File: src/rtl/tl_dma_master_arbiter.sv
// rtl/tl_dma_master_arbiter.sv - merges per-channel DMA TL-UL master ports onto one TL-UL master port
//
// Purpose:
//   Round-robin arbitration of NoC DMA A-channel requests onto a single TL-UL
//   master port. The winning channel index is carried in m_a_source, and D
//   responses are routed back to the channel named by m_d_source. Each channel
//   is limited to MAX_OUT outstanding requests.
//
// Ports:
//   i_dma_clock, i_dma_reset      clock, synchronous active-high reset
//   i_sa_* / o_sa_ready           per-channel A requests (slice i = channel i)
//   o_sd_* / i_sd_ready           per-channel D responses (fields broadcast, valid per channel)
//   o_m_a_* / i_m_a_ready         merged A channel toward the interconnect
//   i_m_d_* / o_m_d_ready         merged D channel from the interconnect
//   o_bad_src                     pulse: a D beat with an out-of-range source was dropped

module tl_dma_master_arbiter #(
  parameter int NoC     = 2,
  parameter int TL_RS   = 4,
  parameter int MAX_OUT = 1
) (
  input  logic                 i_dma_clock,
  input  logic                 i_dma_reset,
  // per-channel A
  input  logic [3*NoC-1:0]     i_sa_opcode,
  input  logic [3*NoC-1:0]     i_sa_param,
  input  logic [4*NoC-1:0]     i_sa_size,
  input  logic [32*NoC-1:0]    i_sa_address,
  input  logic [32*NoC-1:0]    i_sa_data,
  input  logic [4*NoC-1:0]     i_sa_mask,
  input  logic [NoC-1:0]       i_sa_corrupt,
  input  logic [NoC-1:0]       i_sa_valid,
  output logic [NoC-1:0]       o_sa_ready,
  // per-channel D
  output logic [3*NoC-1:0]     o_sd_opcode,
  output logic [2*NoC-1:0]     o_sd_param,
  output logic [4*NoC-1:0]     o_sd_size,
  output logic [32*NoC-1:0]    o_sd_data,
  output logic [NoC-1:0]       o_sd_denied,
  output logic [NoC-1:0]       o_sd_corrupt,
  output logic [NoC-1:0]       o_sd_valid,
  input  logic [NoC-1:0]       i_sd_ready,
  // merged A
  output logic [2:0]           o_m_a_opcode,
  output logic [2:0]           o_m_a_param,
  output logic [3:0]           o_m_a_size,
  output logic [TL_RS-1:0]     o_m_a_source,
  output logic [31:0]          o_m_a_address,
  output logic [31:0]          o_m_a_data,
  output logic [3:0]           o_m_a_mask,
  output logic                 o_m_a_corrupt,
  output logic                 o_m_a_valid,
  input  logic                 i_m_a_ready,
  // merged D
  input  logic [2:0]           i_m_d_opcode,
  input  logic [1:0]           i_m_d_param,
  input  logic [3:0]           i_m_d_size,
  input  logic [TL_RS-1:0]     i_m_d_source,
  input  logic [31:0]          i_m_d_data,
  input  logic                 i_m_d_denied,
  input  logic                 i_m_d_corrupt,
  input  logic                 i_m_d_valid,
  output logic                 o_m_d_ready,
  output logic                 o_bad_src
);

  localparam int PW = (NoC > 1) ? $clog2(NoC) : 1;

  logic [PW-1:0] r_rr_ptr;
  logic          r_lock;
  logic [PW-1:0] r_lock_idx;
  logic [3:0]    r_out_cnt [NoC];

  logic [NoC-1:0] w_elig;
  logic           w_any_elig;
  logic [PW-1:0]  w_scan_grant;
  logic [PW-1:0]  w_grant;
  logic [PW-1:0]  w_rr_next;
  logic           w_a_hs;
  logic           w_d_hit;
  logic           w_d_hs;
  logic           w_m_d_ready_raw;
  int             w_best_dist;
  int             w_dist;

  always_comb begin
    for (int i = 0; i < NoC; i++) begin
      w_elig[i] = i_sa_valid[i] && (r_out_cnt[i] < 4'(MAX_OUT));
    end
  end

  assign w_any_elig = |w_elig;

  // Round-robin pick: the eligible channel closest to r_rr_ptr going upward
  // (with wrap) wins.
  always_comb begin
    w_scan_grant = '0;
    w_best_dist  = NoC;
    w_dist       = 0;
    for (int i = 0; i < NoC; i++) begin
      w_dist = i - int'(r_rr_ptr);
      if (w_dist < 0) begin
        w_dist = w_dist + NoC;
      end
      if (w_elig[i] && (w_dist < w_best_dist)) begin
        w_best_dist  = w_dist;
        w_scan_grant = PW'(i);
      end
    end
  end

  // A stalled request keeps its grant so the presented beat cannot change
  // under the interconnect before it is accepted.
  assign w_grant     = r_lock ? r_lock_idx : w_scan_grant;
  assign o_m_a_valid = !i_dma_reset && (r_lock || w_any_elig);
  assign w_a_hs      = o_m_a_valid && i_m_a_ready;
  assign w_rr_next   = (int'(w_grant) == NoC - 1) ? '0 : w_grant + 1'b1;
  assign o_m_a_source = TL_RS'(w_grant);

  always_comb begin
    o_m_a_opcode  = '0;
    o_m_a_param   = '0;
    o_m_a_size    = '0;
    o_m_a_address = '0;
    o_m_a_data    = '0;
    o_m_a_mask    = '0;
    o_m_a_corrupt = 1'b0;
    o_sa_ready    = '0;
    for (int i = 0; i < NoC; i++) begin
      if (int'(w_grant) == i) begin
        o_m_a_opcode  = i_sa_opcode[3*i +: 3];
        o_m_a_param   = i_sa_param[3*i +: 3];
        o_m_a_size    = i_sa_size[4*i +: 4];
        o_m_a_address = i_sa_address[32*i +: 32];
        o_m_a_data    = i_sa_data[32*i +: 32];
        o_m_a_mask    = i_sa_mask[4*i +: 4];
        o_m_a_corrupt = i_sa_corrupt[i];
        o_sa_ready[i] = o_m_a_valid && i_m_a_ready;
      end
    end
  end

  // D path: fields are broadcast, only the addressed channel sees valid.
  assign o_sd_opcode  = {NoC{i_m_d_opcode}};
  assign o_sd_param   = {NoC{i_m_d_param}};
  assign o_sd_size    = {NoC{i_m_d_size}};
  assign o_sd_data    = {NoC{i_m_d_data}};
  assign o_sd_denied  = {NoC{i_m_d_denied}};
  assign o_sd_corrupt = {NoC{i_m_d_corrupt}};

  assign w_d_hit = int'(i_m_d_source) < NoC;

  // Out-of-range sources are accepted and dropped so the interconnect never
  // stalls on a response nobody owns.
  always_comb begin
    o_sd_valid      = '0;
    w_m_d_ready_raw = 1'b1;
    for (int i = 0; i < NoC; i++) begin
      if (w_d_hit && (int'(i_m_d_source) == i)) begin
        o_sd_valid[i]   = i_m_d_valid && !i_dma_reset;
        w_m_d_ready_raw = i_sd_ready[i];
      end
    end
  end

  assign o_m_d_ready = !i_dma_reset && w_m_d_ready_raw;
  assign o_bad_src   = !i_dma_reset && i_m_d_valid && !w_d_hit;
  assign w_d_hs      = i_m_d_valid && o_m_d_ready && w_d_hit;

  always_ff @(posedge i_dma_clock) begin
    if (i_dma_reset) begin
      r_rr_ptr   <= '0;
      r_lock     <= 1'b0;
      r_lock_idx <= '0;
    end else if (w_a_hs) begin
      r_rr_ptr <= w_rr_next;
      r_lock   <= 1'b0;
    end else if (o_m_a_valid) begin
      r_lock     <= 1'b1;
      r_lock_idx <= w_grant;
    end
  end

  // An issue and a retire on the same channel in one cycle cancel out.
  always_ff @(posedge i_dma_clock) begin
    for (int i = 0; i < NoC; i++) begin
      if (i_dma_reset) begin
        r_out_cnt[i] <= '0;
      end else begin
        if (w_a_hs && (int'(w_grant) == i) &&
            !(w_d_hs && (int'(i_m_d_source) == i))) begin
          r_out_cnt[i] <= r_out_cnt[i] + 4'd1;
        end else if (w_d_hs && (int'(i_m_d_source) == i) &&
                     !(w_a_hs && (int'(w_grant) == i)) &&
                     (r_out_cnt[i] != 4'd0)) begin
          r_out_cnt[i] <= r_out_cnt[i] - 4'd1;
        end
      end
    end
  end

endmodule

File: config.mk
export PLATFORM = sky130hd
export DESIGN_NAME = tl_dma_master_arbiter
export DESIGN_NICKNAME = d
export VERILOG_FILES = /design/src/rtl/tl_dma_master_arbiter.sv
export SDC_FILE = /design/constraint.sdc
export NUM_CORES = 1
export LEC_CHECK = 0
export BUFFER_PORTS_ARGS = -buffer_cell sky130_fd_sc_hd__buf_2
export CORE_AREA = 8 8 146 148
export DETAILED_ROUTE_END_ITERATION = 10
export DIE_AREA = 0 0 154 156
export GPL_TIMING_DRIVEN = 0
export PLACE_DENSITY = 0.49
export SETUP_SLACK_MARGIN = 0.5
export SYNTH_ARGS = -nofsm -noshare
export SYNTH_HDL_FRONTEND = slang
export SYNTH_SLANG_ARGS = --single-unit
File: constraint.sdc
create_clock -name i_dma_clock -period 2.3 [get_ports i_dma_clock]
set_input_delay 0.23 -clock i_dma_clock [delete_from_list [all_inputs] [get_ports i_dma_clock]]
set_output_delay 0.23 -clock i_dma_clock [all_outputs]
set_load 0.1 [all_outputs]
==> run metrics, run 1 <==
result of the run finished, violations left; failing checks setup timing; drt via density around 3.8; worst relative slew slack 60.3%; Setup crit start r_out_cnt[1][1]; design area 6930 µm²; Layout Skew 0.00500 ns; Simple-Gate Fraction of Synth Area 11.7%; CP Cell Sequence inv_2 -> ha_4 -> and4bb_4 -> o211ai_1 -> and2_4 -> buf_16 -> buf_12 -> buf_12 -> mux2_4 -> buf_12; area leader, netlist mux2_2; Worst-Skew Late Latency 0.24 ns; DRC Markers 0; final worst path period share 112%; Starting Density 13.0%; maximum clock rate 387 MHz; gr busiest metal met2; Synth area leaders mux2_2 (36%), buf_4 (27%), edfxtp_1 (9.7%); wire length per cell 19.5 µm; pin count of the biggest net entering global routing 11; core area 19100 µm²; grt met2 use around 25%; Slowest-stage cell, CP edfxtp_1; M1 GR Usage ~16%; die area 24000 µm²; reported leakage power 3.75 nW; post-placement cell count 857; met3 usage 2.38%; Cell Area, Placed slightly below 5000 µm²; Syn Area/Cell between 9 and 10 µm²; Area Growth Syn to Fin 179%; Final Hold Slack ~0.24 ns; detailed placement HPWL 14400 µm; Seq/Total Area, Yosys 12.1%; Hold Crit Class in2reg; Worst EP required 2.07 ns; nets 890; Die Wd 154 µm; clk root buf clkbuf_16; Max Cap Viol 0; ys flop type edfxtp_1; worst r2r dst r_out_cnt[0][2]; Final GP Congestion 0.847; Synth Area in Compound Gates 6.45%; #FFs+latches synth 11; gr ovfl total 0; adder-cell share of the synthesized area 3.02%; routed vias 3432; Layout Cells excl Fill 908; initial antenna violation count 0; WP buf/inv 5; Largest stage delay, worst path a little over 0.4 ns; most frequent CP cell buf_12; R2R Setup Slk -0.18 ns; Setup CP Type reg2out; final hold vios 0; Worst VDD drop 442 µV; number of global-route vias before repair 3569; Slew @ Worst Pin 0.591 ns; setup ws final -0.286 ns; TritonCTS clock tree built; Setup crit start kind flip-flop; final WL 17700 µm; unrepaired setup endpoints after global routing true; share of layout cells above drive strength 1 between 90% and 100%; Crit. End Element output pin; RR Startpoint r_out_cnt[1][1]; Die H 156 µm; crit path to o_m_a_data[28]; min Tclk post-route 2.59 ns; Synth top cells by count buf_4 (90), mux2_2 (79), buf_2 (10); pwr/cell area 477 nW/µm²; post-route setup TNS -20.78 ns; Final setup viols 89; Synth cell types 41; antenna-violating nets left 0; DRT Pass-1 Iters 4; count leader, synth buf_4; Worst path depth 10; critical path arrival 2.36 ns; Synth top area share a little over a third; Antenna diodes 0; Fill cells 1851; gate count after technology mapping 276; kind of cell adding the most delay to the critical path buffers and inverters; Starting DRT DRC Count around 120; Critical Path Fanout Max 5; Post-synth EDFFs 8; Rows 51; TritonCTS buffer count 3; largest family of logic cells by synthesized area multiplexers; GRT Total Usage 13.2%; clk sinks 11; Synth Warn # 0; H-tree levels 1; I/O pin count 389; mux share of post-synthesis cell area about 36%; Clock Tree Buf Depth 2; fin. max-slew vios 0; clock-pin slew on the worst setup and hold paths 0.05 ns; XOR/XNOR Fraction of Synth Area less than 1%; number of port buffers 341; first-pass GRT wire length ~25000 µm; R2R depth 12; Synth async-reset ratio 0%; Post-Synthesis Cell Area about 2500 µm²
[per-layer routing]
| metal | part of all wire, % | up-vias |
|---|---|---|
| li1 | - | 1673 |
| met3 | 6.2 | 4 |
| met4 | 0.29 | 0 |
| met5 | 0 | - |
| met1 | 39 | 1598 |
| met2 | 54 | 157 |
[cell usage in the layout (no fill, tap or decap), types with 2 or more instances in the layout]
master	instances
o21ai_0	2
or3_1	2
nand3b_1	3
nor2_2	2
buf_16	4
conb_1	3
nand3_1	4
a21oi_1	2
nor3_2	2
buf_4	120
a31o_2	2
clkbuf_16	4
inv_2	4
a21oi_2	2
buf_12	95
nor2b_1	2
ha_4	2
nor2_4	2
nor2_1	6
nand2b_1	3
nor3_1	3
nand2_1	5
dfxtp_1	3
buf_2	259
mux2_4	79
nand4_1	2
edfxtp_1	8
inv_1	2
a31oi_1	2
ha_1	4
buf_6	9
[cells by family (layout without fill, tap and decap cells)]
group / after synthesis / count (layout)
multiplexers: 79 / 79
adder cells (fa/ha/maj): 6 / 6
other: 1 / 3
XOR/XNOR: 1 / 1
AO/OA/AOI/OAI: 20 / 20
AND/OR/NAND/NOR: 50 / 50
buffers and inverters: 108 / 500
flip-flops: 11 / 11
[what timing repair did]
| item | 4_1_cts | 5_1_grt |
|---|---|---|
| setup buffers | 30 | 12 |
| hold buffers | 0 | 0 |
| gates cloned | 4 | 1 |
| resized for setup | 374 | 7 |
| pin swaps | 15 | 9 |
| endpoints found under the setup margin | 101 | 102 |
[through the flow]
stage	util, %	power (mW)	setup WS [ns]
2_1_floorplan	-	2.08	-0.226
5_1_grt	36.3	3.38	-0.380
3_3_place_gp	25.7	2.46	-0.500
4_1_cts	35.6	3.29	-0.278
3_5_place_dp	25.7	2.46	-0.508
6_report	36.3	3.30	-0.286
[sequential cells by signal, summed over array words and instances, names as in the netlist]
name	flops
r_out_cnt	8
r_rr_ptr	1
r_lock	1
r_lock_idx	1
[how the worst min path moves through the flow]
| stage | start | end | slack (ns) | cells after the start |
|---|---|---|---|---|
| floorplan | i_m_a_ready | r_lock | 0.33 | 1 |
| global placement | i_m_a_ready | r_lock | 0.48 | 2 |
| detailed placement | i_m_a_ready | r_lock | 0.48 | 2 |
| CTS | i_m_a_ready | r_lock | 0.21 | 2 |
| global route | i_m_a_ready | r_lock | 0.26 | 2 |
| finish | i_m_a_ready | r_lock | 0.24 | 2 |
[layout make-up]
| class | instances | area [µm²] | area share (%) |
|---|---|---|---|
| Buffer | 100 | 873 | 12.6 |
| Clock buffer | 3 | 75.1 | 1.08 |
| Clock inverter | 1 | 5.00 | 0.0723 |
| Inverter | 8 | 36.3 | 0.524 |
| Multi-Input combinational cell | 159 | 1880 | 27.1 |
| Sequential cell | 11 | 300 | 4.34 |
| Tap cell | 238 | 298 | 4.30 |
| Timing Repair Buffer | 388 | 3460 | 50.0 |
[power breakdown]
| group | switching [mW] | leakage, nW | internal [mW] |
|---|---|---|---|
| Combinational | 1.81 | 3.60 | 0.936 |
| Clock | 0.0914 | 0.0409 | 0.231 |
| Sequential | 0.0127 | 0.107 | 0.225 |
[worst register-to-register path, cell delays in order (launching register included)]
cell and delay [ns]:
edfxtp_1 0.37, inv_2 0.07, ha_4 0.16, and4bb_4 0.20, buf_6 0.11, buf_6 0.10, buf_6 0.10, buf_6 0.11
a2111oi_4 0.37, buf_4 0.19, nor4_4 0.05, a32o_1 0.23, o22a_1 0.19
(Power assumes the default switching activity.)
==> inputs of run 2 (changes only) <==
CORE_AREA = 5 5 147 149   (was 8 8 146 148)
DIE_AREA = 0 0 152 154   (was 0 0 154 156)
PLACE_DENSITY = 0.47   (was 0.49)
==> run metrics, run 2 (synthesis gave the netlist of run 1 again) <==
wire length per cell 17.6 µm (was 19.5 µm); Max Cap Viol 0 (unchanged); nets 883 (was 890); R2R depth 12 (unchanged); worst relative slew slack 57.3% (was 60.3%); clk root buf clkbuf_16 (unchanged); Critical Path Fanout Max 5 (unchanged); drt via density 3.71 (was 3.78); detailed placement HPWL 13300 µm (was 14400 µm); final WL 16400 µm (was 17700 µm); Starting DRT DRC Count 90 (was 118); Setup crit start kind flip-flop (unchanged); antenna-violating nets left 0 (unchanged); CP Cell Sequence inv_2 -> ha_4 -> and4bb_4 -> o211ai_1 -> and2_4 -> buf_16 -> buf_6 -> buf_12 -> mux2_4 -> buf_12 (was inv_2 -> ha_4 -> and4bb_4 -> o211ai_1 -> and2_4 -> buf_16 -> buf_12 -> buf_12 -> mux2_4 -> buf_12); fin. max-slew vios 0 (unchanged); first-pass GRT wire length 23300 µm (was 24700 µm); unrepaired setup endpoints after global routing true (unchanged); number of port buffers 341 (unchanged); reported leakage power 3.70 nW (was 3.75 nW); Worst VDD drop 365 µV (was 442 µV); result of the run finished, violations left (unchanged); core area 20000 µm² (was 19100 µm²); Setup CP Type reg2out (unchanged); crit path to o_m_a_address[9] (was o_m_a_data[28]); Cell Area, Placed 4940 µm² (was 4900 µm²); dpl ws -0.507 ns (was -0.508 ns); I/O pin count 389 (unchanged); Antenna diodes 0 (unchanged); clock-pin slew on the worst setup and hold paths 0.05 ns (about the same); initial antenna violation count 0 (unchanged); setup ws final -0.247 ns (was -0.286 ns); worst r2r dst r_out_cnt[0][2] (unchanged); Starting Density 12.4% (was 13.0%); hold_buf cts 0 (unchanged); Rows 52 (was 51); H-tree levels 1 (unchanged); Hold Crit Class in2reg (unchanged); critical path arrival 2.32 ns (was 2.36 ns); final worst path period share 111% (was 112%); number of global-route vias before repair 3629 (was 3569); DRT Pass-1 Iters 4 (unchanged); pin count of the biggest net entering global routing 11 (unchanged); max reg flops 8 (unchanged); TritonCTS clock tree built (unchanged); Worst EP required 2.07 ns (about the same); largest register by flop count r_out_cnt (unchanged); routed vias 3459 (was 3432); post-route setup TNS -17.26 ns (was -20.78 ns); Slowest-stage cell, CP edfxtp_1 (unchanged); Area Growth Syn to Fin 177% (was 179%); clk sinks 11 (unchanged); design area 6890 µm² (was 6930 µm²); maximum clock rate 393 MHz (was 387 MHz); Worst-Skew Late Latency 0.24 ns (about the same); Clock Tree Buf Depth 2 (unchanged); failing checks setup timing (unchanged); share of layout cells above drive strength 1 90.3% (was 90.0%); Setup crit start r_out_cnt[1][1] (unchanged); Layout Skew 0.00723 ns (was 0.00500 ns); TritonCTS buffer count 3 (unchanged); gr ovfl total 0 (unchanged); most frequent CP cell buf_12 (unchanged); Final setup viols 89 (unchanged); Final GP Congestion 0.815 (was 0.847); RR Startpoint r_out_cnt[1][1] (unchanged); most frequent cells in the layout buf_2 (259), buf_4 (114), buf_12 (92) (was buf_2 (259), buf_4 (120), buf_12 (95)); die area 23400 µm² (was 24000 µm²); Die Wd 152 µm (was 154 µm); DRC Markers 0 (unchanged); R2R Setup Slk -0.19 ns (was -0.18 ns); Slew @ Worst Pin 0.635 ns (was 0.591 ns); Crit. End Element output pin (unchanged); GRT Total Usage 12.7% (was 13.2%); Largest stage delay, worst path 0.40 ns (was 0.41 ns); final hold vios 0 (unchanged); Final Hold Slack 0.226 ns (was 0.241 ns); min Tclk post-route 2.55 ns (was 2.59 ns); commonest non-fill, non-tap cell in the layout buf_2 (unchanged); Die H 154 µm (was 156 µm); pwr/cell area 475 nW/µm² (was 477 nW/µm²)
==> run 2: power by group <==
part / total [mW] / leakage [nW] / internal, mW / switching (mW)
combinational: 2.71 / 3.55 / 0.920 / 1.79
sequential: 0.238 / 0.107 / 0.225 / 0.0126
clock: 0.326 / 0.0409 / 0.231 / 0.0948
==> run 2: layer usage <==
layer | up-vias | part of all wire, % | GRT usage (%)
met5 | - | 0 | 0
met4 | 0 | 0.72 | 1.54
met3 | 9 | 5.4 | 2.16
met2 | 157 | 54 | 23.7
met1 | 1629 | 40 | 15.6
li1 | 1664 | - | -
==> run 2: cell type report <==
| cell class | count | area (µm²) |
|---|---|---|
| Fill cell | 2064 | 13200 |
| Timing Repair Buffer | 381 | 3360 |
| Multi-Input combinational cell | 159 | 1900 |
| Buffer | 100 | 873 |
| Tap cell | 270 | 338 |
| Sequential cell | 11 | 300 |
| Clock buffer | 3 | 75.1 |
| Inverter | 8 | 36.3 |
| Clock inverter | 1 | 5.00 |
==> run 2: repair_timing <==
item / 4_1_cts / 5_1_grt
resized for setup: 376 / 10
pin swaps: 16 / 11
setup endpoints to repair: 102 / 102
buffers inserted: 30 / 6
gates cloned: 2 / 2
==> run 2: worst max-delay path, delay by kind of cell (launching register included) <==
| kind | cells | cell delay [ns] |
|---|---|---|
| simple gates | 2 | 0.45 |
| buf+inv | 5 | 0.66 |
| flops | 1 | 0.40 |
| fa+ha+maj | 1 | 0.13 |
| compound gates | 1 | 0.11 |
| mux | 1 | 0.31 |
==> run 2: per-stage QoR <==
stage	util, %	power, mW	instances
3_5_place_dp	24.7	2.45	889
4_1_cts	33.7	3.27	925
5_1_grt	34.4	3.36	933
3_3_place_gp	24.7	2.44	889
2_1_floorplan	-	2.08	278
6_report	34.4	3.27	933
==> run 2: how the worst min path moves through the flow <==
stage,endpoint,slack [ns],cells past startpoint,start
after floorplan,r_lock,0.33,1,i_m_a_ready
after global placement,r_lock,0.49,2,i_m_a_ready
after detailed placement,r_lock,0.48,2,i_m_a_ready
after CTS,r_lock,0.22,2,i_m_a_ready
after global routing,r_lock,0.22,2,i_m_a_ready
final,r_lock,0.23,2,i_m_a_ready
